## src/rtl/ifu_pkg.sv

```systemverilog
// Shared types and constants for the instruction fetch unit.
// Optional fetch timeout is enabled with the IFU_TIMEOUT_EN macro (see ifu_fetch).
package ifu_pkg;

   typedef enum logic [1:0] {
      ST_IDLE = 2'd0,
      ST_REQ  = 2'd1,
      ST_WAIT = 2'd2
   } ifu_state_e;

   typedef enum logic [1:0] {
      PC_SEL_SEQ  = 2'b00,
      PC_SEL_REL  = 2'b01,
      PC_SEL_JALR = 2'b10,
      PC_SEL_TRAP = 2'b11
   } pc_sel_e;

   localparam logic [31:0] NOP_INSTR = 32'h0000_0013;
   localparam logic [31:0] PC_STEP   = 32'd4;

   function automatic logic is_word_aligned(input logic [31:0] addr);
      return (addr[1:0] == 2'b00);
   endfunction

endpackage

```

## src/rtl/ifu_pc_reg.sv

```systemverilog
// Program counter register with its next-PC selection mux.
// All arithmetic wraps modulo 2^32; the register only moves when load_en_i is set.
module ifu_pc_reg
   import ifu_pkg::*;
#(
   parameter logic [31:0] RESET_PC = 32'h0000_0000
) (
   input  logic        clk,
   input  logic        rst_n,
   input  logic        load_en_i,
   input  pc_sel_e     pc_sel_i,
   input  logic [31:0] pc_increment_i,
   input  logic [31:0] jalr_target_i,
   output logic [31:0] pc_o
);

   logic [31:0] pc_q;
   logic [31:0] pc_d;

   always_comb begin
      // NOTE: default assignment first so no latch is inferred on paths that skip the case.
      pc_d = pc_q;
      if (load_en_i) begin
         unique case (pc_sel_i)
            PC_SEL_SEQ:  pc_d = pc_q + PC_STEP;
            PC_SEL_REL:  pc_d = pc_q + pc_increment_i;
            PC_SEL_JALR: pc_d = {jalr_target_i[31:1], 1'b0};
            PC_SEL_TRAP: pc_d = RESET_PC;
            default:     pc_d = pc_q;
         endcase
      end
   end

   always_ff @(posedge clk or negedge rst_n) begin
      // NOTE: sequential state uses non-blocking assignments only.
      if (!rst_n) begin
         pc_q <= RESET_PC;
      end else begin
         pc_q <= pc_d;
      end
   end

   assign pc_o = pc_q;

endmodule

```

## src/rtl/ifu_fetch.sv

```systemverilog
// Instruction fetch unit: PC, imem request/response handshake, latched instruction.
// Define IFU_TIMEOUT_EN to abort fetches that spend TIMEOUT_CYCLES in REQ+WAIT with a bus fault.
module ifu_fetch
   import ifu_pkg::*;
#(
   parameter logic [31:0] RESET_PC = 32'h0000_0000
`ifdef IFU_TIMEOUT_EN
   ,
   parameter int unsigned TIMEOUT_CYCLES = 16
`endif
) (
   input  logic        soc_clk,
   input  logic        IFU_reset_n,
   input  logic        fetch_start,
   input  logic        pc_update,
   input  logic [1:0]  pc_sel,
   input  logic [31:0] pc_increment,
   input  logic [31:0] jalr_target,
   input  logic        imem_ready,
   input  logic        imem_rvalid,
   input  logic [31:0] imem_rdata,
   input  logic        imem_err,
   output logic        imem_req,
   output logic [31:0] imem_addr,
   output logic [31:0] instruction,
   output logic [31:0] pc,
   output logic        fetch_done,
   output logic        fetch_busy,
   output logic        misaligned_fault,
   output logic        bus_fault
);

   ifu_state_e  state_q;
   logic        req_q;
   logic        busy_q;
   logic        done_q;
   logic        misaligned_q;
   logic        bus_fault_q;
   logic [31:0] instr_q;
   logic        pc_load;
   logic        timeout_hit;

   // A PC update has priority over a same-cycle fetch_start and is honoured only in IDLE.
   assign pc_load = pc_update && (state_q == ST_IDLE);

   ifu_pc_reg #(
      .RESET_PC (RESET_PC)
   ) u_pc_reg (
      .clk            (soc_clk),
      .rst_n          (IFU_reset_n),
      .load_en_i      (pc_load),
      .pc_sel_i       (pc_sel_e'(pc_sel)),
      .pc_increment_i (pc_increment),
      .jalr_target_i  (jalr_target),
      .pc_o           (pc)
   );

`ifdef IFU_TIMEOUT_EN
   localparam int unsigned CNT_W = $clog2(TIMEOUT_CYCLES + 1);

   logic [CNT_W-1:0] tmo_cnt_q;

   always_ff @(posedge soc_clk or negedge IFU_reset_n) begin
      if (!IFU_reset_n) begin
         tmo_cnt_q <= '0;
      end else if ((state_q == ST_IDLE) || timeout_hit) begin
         tmo_cnt_q <= '0;
      end else begin
         tmo_cnt_q <= tmo_cnt_q + CNT_W'(1);
      end
   end

   assign timeout_hit = (state_q != ST_IDLE) &&
                        (tmo_cnt_q == CNT_W'(TIMEOUT_CYCLES - 1));
`else
   assign timeout_hit = 1'b0;
`endif

   always_ff @(posedge soc_clk or negedge IFU_reset_n) begin
      if (!IFU_reset_n) begin
         state_q      <= ST_IDLE;
         req_q        <= 1'b0;
         busy_q       <= 1'b0;
         done_q       <= 1'b0;
         misaligned_q <= 1'b0;
         bus_fault_q  <= 1'b0;
         instr_q      <= NOP_INSTR;
      end else begin
         done_q <= 1'b0;
         unique case (state_q)
            ST_IDLE: begin
               if (fetch_start && !pc_update) begin
                  bus_fault_q <= 1'b0;
                  if (is_word_aligned(pc)) begin
                     state_q      <= ST_REQ;
                     req_q        <= 1'b1;
                     busy_q       <= 1'b1;
                     misaligned_q <= 1'b0;
                  end else begin
                     instr_q      <= NOP_INSTR;
                     misaligned_q <= 1'b1;
                     done_q       <= 1'b1;
                  end
               end
            end

            ST_REQ: begin
               if (timeout_hit) begin
                  state_q     <= ST_IDLE;
                  req_q       <= 1'b0;
                  busy_q      <= 1'b0;
                  instr_q     <= NOP_INSTR;
                  bus_fault_q <= 1'b1;
                  done_q      <= 1'b1;
               end else if (imem_ready) begin
                  state_q <= ST_WAIT;
                  req_q   <= 1'b0;
               end
            end

            ST_WAIT: begin
               // A response arriving in the final allowed cycle still wins over the timeout.
               if (imem_rvalid) begin
                  state_q     <= ST_IDLE;
                  busy_q      <= 1'b0;
                  done_q      <= 1'b1;
                  instr_q     <= imem_err ? NOP_INSTR : imem_rdata;
                  bus_fault_q <= imem_err;
               end else if (timeout_hit) begin
                  state_q     <= ST_IDLE;
                  busy_q      <= 1'b0;
                  instr_q     <= NOP_INSTR;
                  bus_fault_q <= 1'b1;
                  done_q      <= 1'b1;
               end
            end

            default: begin
               state_q <= ST_IDLE;
               req_q   <= 1'b0;
               busy_q  <= 1'b0;
            end
         endcase
      end
   end

   assign imem_req         = req_q;
   assign imem_addr        = pc;
   assign instruction      = instr_q;
   assign fetch_done       = done_q;
   assign fetch_busy       = busy_q;
   assign misaligned_fault = misaligned_q;
   assign bus_fault        = bus_fault_q;

endmodule

```

## config.mk

```make
export PLATFORM = sky130hd
export DESIGN_NAME = ifu_fetch
export DESIGN_NICKNAME = d
export VERILOG_FILES = /design/src/rtl/ifu_pkg.sv /design/src/rtl/ifu_pc_reg.sv /design/src/rtl/ifu_fetch.sv
export SDC_FILE = /design/constraint.sdc
export NUM_CORES = 1
export LEC_CHECK = 0
export CORE_MARGIN = 5
export CORE_UTILIZATION = 47
export CTS_BUF_LIST = sky130_fd_sc_hd__clkbuf_4 sky130_fd_sc_hd__clkbuf_8
export DETAILED_ROUTE_END_ITERATION = 7
export PLACE_DENSITY = 0.94
export SLEW_MARGIN = 10
export SYNTH_ARGS = -nofsm -noshare
export SYNTH_HDL_FRONTEND = slang
export SYNTH_SLANG_ARGS = --single-unit
```

## constraint.sdc

```tcl
create_clock -name soc_clk -period 4.3 [get_ports soc_clk]
set_clock_uncertainty 0.15 [all_clocks]
set_input_delay 0.86 -clock soc_clk [delete_from_list [all_inputs] [get_ports soc_clk]]
set_output_delay 0.86 -clock soc_clk [all_outputs]
set_load 0.01 [all_outputs]
```

Word-level counts from Yosys, hierarchy flattened:

Index checks and enable logic that the tools add are counted.

* register bits: 71
* logic and storage cells: 59
* bits of input ports: 105

* bitwise gates (word level): 2
* equal/unequal tests: 10
* reduce and logical (&&, ||, !) cells: 13
* muxes and demuxes: 24
* add/sub/neg operators: 2

Operator list (number)
* 2-to-1 mux 32 bit: 4
* one-hot mux 32 bit (4 select lines): 1
* one-hot mux 32 bit (2 select lines): 1
* adder 32 x 3 -> 32 bit (second input constant): 1
* adder 32 bit: 1
* AND reduction 4 bit: 4
* 2-to-1 mux 1 bit: 9
* 2-to-1 mux 2 bit: 4
* == test 2 bit (second input constant): 3
* logical NOT 2 bit: 3
* inequality test 2 bit (second input constant): 3
* one-hot mux 1 bit (3 select lines): 2
* one-hot mux 2 bit (3 select lines): 1
* == test 2 x 1 -> 1 bit (second input constant): 2
* inequality test 2 x 1 -> 1 bit (second input constant): 2
* one-hot mux 1 bit (2 select lines): 2
* AND reduction 3 bit: 1
* logical AND 1 bit: 2
* NOT 1 bit: 2
* AND reduction 2 bit: 1
* nonzero test 2 bit: 1
* logical NOT 1 bit: 1

Longest topological paths before layout:

* word-level depth: 4
* mapped depth: 10

Cells and area by module:

A second synthesis with hierarchy kept.

* cell total of the unflattened synthesis: 737
* area, all modules: 6015.8 sq um

By module, submodules not included
* ifu_pc_reg: seq. area each 800.8 sq um, area an instance 3987.6 sq um, times used 1, cells each 541
* ifu_fetch: seq. area each 979.7 sq um, area an instance 2028.2 sq um, times used 1, cells each 196

Least setup slack after synthesis:

OpenSTA, ideal clock, no wires.

* path kind: input -> register
* from: in pc_increment[0]
* to: reg u_pc_reg.pc_q[26], in the netlist u_pc_reg.pc_o[26]
* slack: 0.767 ns
* path buffers: 0
* arrival: 3.263 ns
* library setup time: 0.120 ns
* stages: 10
* required time: 4.030 ns
* cells stage by stage: ha_1 -> fa_1 -> a21o_1 -> a221oi_2 -> o311a_1 -> o211ai_2 -> a311oi_4 -> o21ai_2 -> or3b_1 -> and3_1

* word-level cells in the longest chain between the ends: 2

Ends and longest elaborated chain
* from (decl): line ifu_fetch.sv:17 `input logic [31:0] pc_increment,`
* adder 32 bit: line ifu_pc_reg.sv:26 `PC_SEL_REL: pc_d = pc_q + pc_increment_i;`
* one-hot mux 32 bit (4 select lines): line ifu_pc_reg.sv:24 `unique case (pc_sel_i)`
* to (signal assigned): line ifu_pc_reg.sv:39 `pc_q <= pc_d;`
* to (decl): line ifu_pc_reg.sv:17 `logic [31:0] pc_q;`

Every way passes these cells.
A chain may end at the register's enable or synchronous reset.

Final worst setup path:

Same ends and word-level chain as after synthesis.

==> run_summary.xml <==
<?xml version="1.0" encoding="UTF-8"?>
<metrics>
  <group name="route">
    <metric name="detail_route.wirelength" unit="mm">20.10</metric>
    <metric name="wl_per_cell" unit="µm">18.22</metric>
    <metric name="drtAntennaViolNets" unit="">0</metric>
    <metric name="routed_via_density" unit="">5.833</metric>
    <metric name="drt_iter0_markers" unit="">578</metric>
    <metric name="routed-via-count" unit="">6434</metric>
    <metric name="remaining_drc_errors" unit="">0</metric>
    <metric name="drt_pass1_iterations" unit="">5</metric>
  </group>
  <group name="synth">
    <metric name="summed_instance_area_of_the_synthesized_netlist" unit="µm²">5907</metric>
    <metric name="postSynth.asyncResetShare" unit="%">100.0</metric>
    <metric name="post_synthesis_compound_gate_area_fraction" unit="%">26.33</metric>
    <metric name="seq_area_frac_synth" unit="%">30.14</metric>
    <metric name="synth_top_cell_area_share" unit="%">28.81</metric>
    <metric name="synthesis.nets" unit="">906</metric>
    <metric name="ys_ff_latch" unit="">71</metric>
    <metric name="post_synth_main_area_contributors" unit="">sky130_fd_sc_hd__dfrtp_1 (29%), sky130_fd_sc_hd__nand2_1 (8.1%), sky130_fd_sc_hd__ha_1 (6.8%), sky130_fd_sc_hd__o21ai_0 (6.5%), sky130_fd_sc_hd__a21oi_1 (6.2%)</metric>
    <metric name="synth_enable_flop_cells" unit="">0</metric>
    <metric name="synth_cell_types" unit="">70</metric>
    <metric name="avgSynthCellArea" unit="µm²">7.691</metric>
    <metric name="synth_ff_type" unit="">sky130_fd_sc_hd__dfrtp_1</metric>
    <metric name="dominant_combinational_cell_family_by_area_after_synthesis" unit="">compound AO/OA/AOI/OAI gates</metric>
    <metric name="yosysTopAreaCell" unit="">sky130_fd_sc_hd__dfrtp_1</metric>
    <metric name="post_synth_xor_area_fraction" unit="%">5.338</metric>
    <metric name="synth_fa_ha_area_share" unit="%">7.117</metric>
    <metric name="area_fraction_in_and_or_nand_and_nor_cells_after_synthesis" unit="%">21.69</metric>
    <metric name="synth.area.mux_share" unit="%">0.6990</metric>
    <metric name="synthesis.yosys.warnings" unit="">0</metric>
    <metric name="netlist_instances" unit="">768</metric>
  </group>
  <group name="global_routing">
    <metric name="grt-ovfl-total" unit="">0</metric>
    <metric name="first_global_vias" unit="">6345</metric>
    <metric name="grt_start_max_net_pins" unit="">66</metric>
    <metric name="antenna_found_initial" unit="">0</metric>
    <metric name="first_pass_grt_wire_length" unit="mm">32.09</metric>
    <metric name="grt.total_usage" unit="%">26.72</metric>
  </group>
  <group name="finish">
    <metric name="drive_above_1_share" unit="%">5.908</metric>
    <metric name="diodes" unit="">0</metric>
    <metric name="finalNetCount" unit="">1064</metric>
    <metric name="syn2layout_area_growth" unit="%">36.09</metric>
    <metric name="layout_common_cells" unit="">sky130_fd_sc_hd__clkdlybuf4s50_1 (203), sky130_fd_sc_hd__nand2_1 (128), sky130_fd_sc_hd__o21ai_0 (77)</metric>
    <metric name="final_instance_count_excl_fillers" unit="">1103</metric>
    <metric name="final_common_cell" unit="">sky130_fd_sc_hd__clkdlybuf4s50_1</metric>
  </group>
  <group name="outcome">
    <metric name="status" unit="">finished, final reports clean</metric>
  </group>
  <group name="floorplan">
    <metric name="die_height" unit="µm">122.1</metric>
    <metric name="core.rowCount" unit="">41</metric>
    <metric name="top_level_ports" unit="">206</metric>
    <metric name="start_util" unit="%">47.39</metric>
    <metric name="floorplan.die_area" unit="µm²">14910</metric>
    <metric name="chipWidth" unit="µm">122.1</metric>
    <metric name="core" unit="µm²">12470</metric>
  </group>
  <group name="worst_setup_path">
    <metric name="worst_ep_arrival_time" unit="ns">3.84</metric>
    <metric name="cp-end-kind" unit="">register</metric>
    <metric name="crit_path_top_delay_cell" unit="">sky130_fd_sc_hd__fa_1</metric>
    <metric name="worstPathCellList" unit="">clkdlybuf4s50_1 -&gt; ha_1 -&gt; fa_1 -&gt; a21o_1 -&gt; a221oi_2 -&gt; o311a_1 -&gt; o211ai_2 -&gt; a311oi_4 -&gt; o21ai_2 -&gt; or3b_1 -&gt; and3_1</metric>
    <metric name="criticalPathCategory" unit="">in -&gt; reg</metric>
    <metric name="crit_path_max_fanout" unit="">4</metric>
    <metric name="worst-r2r-setup-slack" unit="ns">0.96</metric>
    <metric name="timing.critical_path.from" unit="">pc_increment[0]</metric>
    <metric name="start_kind" unit="">input port</metric>
    <metric name="cp_slowest_stage_delay" unit="ns">0.43</metric>
    <metric name="reg2reg_depth" unit="">10</metric>
    <metric name="worstPathRequired" unit="ns">4.41</metric>
    <metric name="reg2reg_to" unit="">u_pc_reg.pc_o[26]</metric>
    <metric name="setup.worst_path.end" unit="">u_pc_reg.pc_o[26]</metric>
    <metric name="critical_path.reg2reg.startpoint" unit="">u_pc_reg.pc_o[0]</metric>
  </group>
  <group name="timing">
    <metric name="slew-limit-headroom" unit="%">33.91</metric>
    <metric name="slew_violations" unit="">0</metric>
    <metric name="totalNegativeSetupSlack" unit="ns">0</metric>
    <metric name="rsz0062_at_grt" unit="">no</metric>
    <metric name="final_hold_viol_count" unit="">0</metric>
    <metric name="final-setup-viol-count" unit="">0</metric>
    <metric name="final.min_clock_period" unit="ns">3.733</metric>
    <metric name="fmax" unit="MHz">267.9</metric>
    <metric name="final_min_period_over_clock_period" unit="%">86.82</metric>
    <metric name="final.hold.worst_slack" unit="ns">0.3091</metric>
    <metric name="worst_pin_slew" unit="ns">0.9913</metric>
  </group>
  <group name="place">
    <metric name="dp_cells" unit="">1087</metric>
    <metric name="port_buffers" unit="">204</metric>
    <metric name="routabilityCongestion" unit="">0.9725</metric>
    <metric name="dpl.hpwl" unit="mm">15.00</metric>
  </group>
  <group name="clocking">
    <metric name="clock_path_buffers" unit="">2</metric>
    <metric name="clk-insertion-delay-late" unit="ns">0.37</metric>
    <metric name="clock_tree.htree_level_count" unit="">3</metric>
    <metric name="tritoncts" unit="">built</metric>
    <metric name="cts_hold_buf" unit="">0</metric>
    <metric name="ctsRootBufferMaster" unit="">sky130_fd_sc_hd__clkbuf_8</metric>
    <metric name="cts_post_setup_buffers_inserted" unit="">0</metric>
    <metric name="worst_setup_hold_path_clk_slew" unit="ns">0.10</metric>
    <metric name="cts_resized" unit="">0</metric>
    <metric name="number_of_buffers_inserted_during_clock_tree_synthesis" unit="">9</metric>
    <metric name="clkSinkCount" unit="">71</metric>
  </group>
  <group name="worst_hold_path">
    <metric name="min_path_type" unit="">in -&gt; async</metric>
  </group>
  <group name="power_and_ir_drop">
    <metric name="power.static_leakage" unit="nW">3.326</metric>
    <metric name="power.density" unit="nW/µm²">641.9</metric>
    <metric name="vdd.ir_drop.worst" unit="mV">0.3506</metric>
  </group>
  <group name="flow_run">
    <metric name="max_cap_viol_count" unit="">0</metric>
  </group>
</metrics>
==> metal layers <==
layer / share of wire (%) / global-route usage (%) / up-vias / wire (µm)
met5: 0 / 0 / - / 0
li1: - / - / 3036 / -
met4: 2.5 / 9.517 / 0 / 510
met2: 48 / 45.13 / 357 / 9604
met3: 9.5 / 4.921 / 50 / 1906
met1: 40 / 34.24 / 2991 / 8077
==> critical path, delay by kind of cell <==
family,cells,cell delay (ns)
AOI/OAI and AO/OA,6,1.35
adders and majority gates,2,0.68
buffers and inverters,1,0.40
and+or+nand+nor,2,0.54
==> synth_stat cells, types with 6 or more instances <==
library cell and instances:
sky130_fd_sc_hd__xor2_1 13, sky130_fd_sc_hd__o21a_1 6, sky130_fd_sc_hd__and3_1 16, sky130_fd_sc_hd__a21o_1 14
sky130_fd_sc_hd__nor2_1 52, sky130_fd_sc_hd__nor3_1 14, sky130_fd_sc_hd__clkbuf_1 34, sky130_fd_sc_hd__dfrtp_1 68
sky130_fd_sc_hd__xnor2_1 23, sky130_fd_sc_hd__buf_4 33, sky130_fd_sc_hd__and2_1 6, sky130_fd_sc_hd__nand2_1 128
sky130_fd_sc_hd__nor4_1 6, sky130_fd_sc_hd__o31ai_1 8, sky130_fd_sc_hd__ha_1 32, sky130_fd_sc_hd__nand2b_1 7
sky130_fd_sc_hd__o21ai_0 77, sky130_fd_sc_hd__nand3_1 25, sky130_fd_sc_hd__a221oi_1 7, sky130_fd_sc_hd__a21oi_1 73
sky130_fd_sc_hd__inv_1 22, sky130_fd_sc_hd__a31oi_1 12, sky130_fd_sc_hd__nand4_1 10
==> metrics by stage <==
stage	area, µm²	utilization (%)	worst slack, ns	power [mW]
after global routing	8039	64.49	0.4542	5.558
after CTS	8039	64.49	0.6189	5.143
final	8039	64.49	0.5667	5.160
after global placement	7854	63.00	0.2890	4.489
after detailed placement	7854	63.00	0.2396	4.577
after floorplan	5907	-	0.7674	3.401
==> worst min-delay path by stage <==
stage / from / end / slack, ns / cells after the start
floorplan: instruction[0] / instruction[0] / 0.33 / 2
global placement: instruction[22] / instruction[22] / 0.31 / 2
detailed placement: instruction[0] / instruction[0] / 0.32 / 2
CTS: IFU_reset_n / u_pc_reg.pc_o[8] / 0.31 / 1
global route: IFU_reset_n / u_pc_reg.pc_o[2] / 0.33 / 1
finish: IFU_reset_n / u_pc_reg.pc_o[8] / 0.31 / 1
==> logic make-up after synthesis <==
kind of cell,Yosys count
AOI/OAI and AO/OA,248
xor gates and xnor gates,36
adders and majority gates,33
buffers and inverters,95
DFF,71
muxes,4
and+or+nand+nor,281
==> sequential cells by signal, indices dropped and copies added, names as in the netlist <==
| register | count |
|---|---|
| fetch_busy | 1 |
| bus_fault | 1 |
| imem_req | 1 |
| u_pc_reg.pc_o | 32 |
| fetch_done | 1 |
| instruction | 32 |
| state_q | 2 |
| misaligned_fault | 1 |
==> power by group <==
| group | switching, mW | internal (mW) |
|---|---|---|
| registers | 0.395 | 0.918 |
| logic | 1.70 | 1.60 |
| clock network | 0.318 | 0.222 |
==> area by class of cell <==
| type | instances | area [µm²] |
|---|---|---|
| inverters | 22 | 82.58 |
| multi-input cells | 602 | 3618 |
| clock buffers | 9 | 123.9 |
| flip-flops and latches | 71 | 1780 |
| well taps | 172 | 215.2 |
| repair buffers | 220 | 2157 |
| fillers | 1027 | 4427 |
| clock inverters | 7 | 61.31 |
Note: power is estimated with default switching activity, not from simulation.
==> edit, RTL diff (config.mk and constraints unchanged) <==
Put one more register stage on the output `bus_fault`, cleared by the reset. The value now appears one clock later. The other outputs are not delayed to match.
--- a/src/rtl/ifu_fetch.sv
+++ b/src/rtl/ifu_fetch.sv
@@ -150,7 +150,13 @@
    assign fetch_done       = done_q;
    assign fetch_busy       = busy_q;
    assign misaligned_fault = misaligned_q;
-   assign bus_fault        = bus_fault_q;
+   always_ff @(posedge soc_clk or negedge IFU_reset_n) begin
+      if (!IFU_reset_n) begin
+         bus_fault <= '0;
+      end else begin
+         bus_fault <= bus_fault_q;
+      end
+   end
 
 endmodule
 
Behaviour: not the same (Yosys sat finds a counterexample within 4 cycles, from zero or initial values and one cycle with IFU_reset_n low).
==> edit against the unedited design <==
Worst setup slack better by 0.0062 ns. Design area up 0.59%. Global-route usage down 0.61 points. Wire length down 1.7%. Power up 2.6%. Via count up 0.51%. Fmax up 0.17%. First-iteration DRC count up 3.6%. Sequential cell count up 1. Core utilization up 0.12 points. Sequential share of layout area up 0.18 points. Synthesized area up 0.78%.
==> edit: results (changes against the unedited design) <==
| Metric | Value |
|---|---|
| Die W | `123 µm (was 122 µm)` |
| GR Util All Layers | `0.261 (was 0.267)` |
| Commonest cells post-synth | `125 x nand2_1, 85 x o21ai_0, 72 x a21oi_1 (was 128 x nand2_1, 77 x o21ai_0, 73 x a21oi_1)` |
| WL met1 | `7.75 mm (was 8.08 mm)` |
| Min-delay worst type | `reg2reg (was in2async)` |
| Int Power | `2.90 mW (was 2.74 mW)` |
| Worst vdd ir | `0.000311 V (was 0.000351 V)` |
| Status | `complete, no violations (unchanged)` |
| Leakage | `3.35 nW (was 3.33 nW)` |
| Fraction of layout cells with a size suffix above 1 | `0.0581 (was 0.0591)` |
| Clock network area share | `0.0258 (was 0.0230)` |
| M1 GR Usage | `0.324 (was 0.342)` |
| Final nets | `1063 (was 1064)` |
| Min Hold Slack | `0.240 ns (was 0.309 ns)` |
| Footprint of the multi-input gates | `3660 µm² (was 3620 µm²)` |
| Inverters | `17 (was 22)` |
| Hpwl dp | `15.1 mm (was 15.0 mm)` |
| Via-to-Cell Ratio | `5.87 (was 5.83)` |
| Area contributors post-synth | `dfrtp_1 29%, nand2_1 7.9%, o21ai_0 7.1% (was dfrtp_1 29%, nand2_1 8.1%, ha_1 6.8%)` |
| Reg2reg end | `u_pc_reg.pc_o[30]$_DFFE_PN0P_ (was u_pc_reg.pc_o[26]$_DFFE_PN0P_)` |
| Sequential Power Share | `0.250 (was 0.254)` |
| GPL Wtd Cong | `0.924 (was 0.973)` |
| Number of signal-net buffers in the layout | `217 (was 220)` |
| Vias in the first global route | `6370 (was 6345)` |
| Total wire length | `19.8 mm (was 20.1 mm)` |
| Yosys reg bits | `72 (was 71)` |
| DR vias | `6467 (was 6434)` |
| Pre-CTS WS | `0.217 ns (was 0.240 ns)` |
| Buffer share of cell area | `0.264 (was 0.268)` |
| Comb power frac | `0.636 (was 0.641)` |
| Fmax | `0.268 GHz (about the same)` |
| Met3 usage | `0.0576 (was 0.0492)` |
| P_comb | `3.37 mW (was 3.31 mW)` |
| Metal2 WL | `9.40 mm (was 9.60 mm)` |
| Sequential share of cell area | `0.223 (was 0.221)` |
| Post-synthesis sequential area ratio | `0.303 (was 0.301)` |
| Starting DRT DRC Count | `599 (was 578)` |
| Clk_lat worst skew | `0.35 ns (was 0.37 ns)` |
| Clk slew on worst S/H paths | `0.08 ns (was 0.10 ns)` |
| DP Area | `7880 µm² (was 7850 µm²)` |
| Multi-input gate count | `608 (was 602)` |
| Met2 GRT Util | `0.443 (was 0.451)` |
| Syn_nets | `909 (was 906)` |
| Router iterations before antenna repair | `7 (was 5)` |
==> edit: cell count changes after synthesis, moves of 3 or more <==
cell,delta
nor2b_1,+4
o22ai_1,+4
nand2b_1,-3
nand3_1,+5
xor2_1,+3
o21a_1,-3
and3_1,-7
nand2_1,-3
a21o_1,+8
inv_1,-5
o21ai_0,+8
xnor2_1,-5
o31ai_1,-5
or2_2,+3
==> edit: cells by family after synthesis <==
logic type / Yosys count / share of synthesized area
adders and majority gates: 33 / 0.0706
buffers and inverters: 91 / 0.0839
DFF: 72 / 0.303
xor gates and xnor gates: 34 / 0.0500
muxes: 6 / 0.0107
AOI/OAI and AO/OA: 252 / 0.263
and+or+nand+nor: 283 / 0.219
==> edit: worst max-delay path, cell delays in order <==
cell and delay [ns]:
clkdlybuf4s50_1 0.41, ha_1 0.25, fa_1 0.41, a21o_1 0.19, a221oi_2 0.37, o311ai_4 0.16
a2111oi_4 0.42, o41ai_2 0.17, nand3_1 0.13, mux2_1 0.33, o211ai_1 0.15
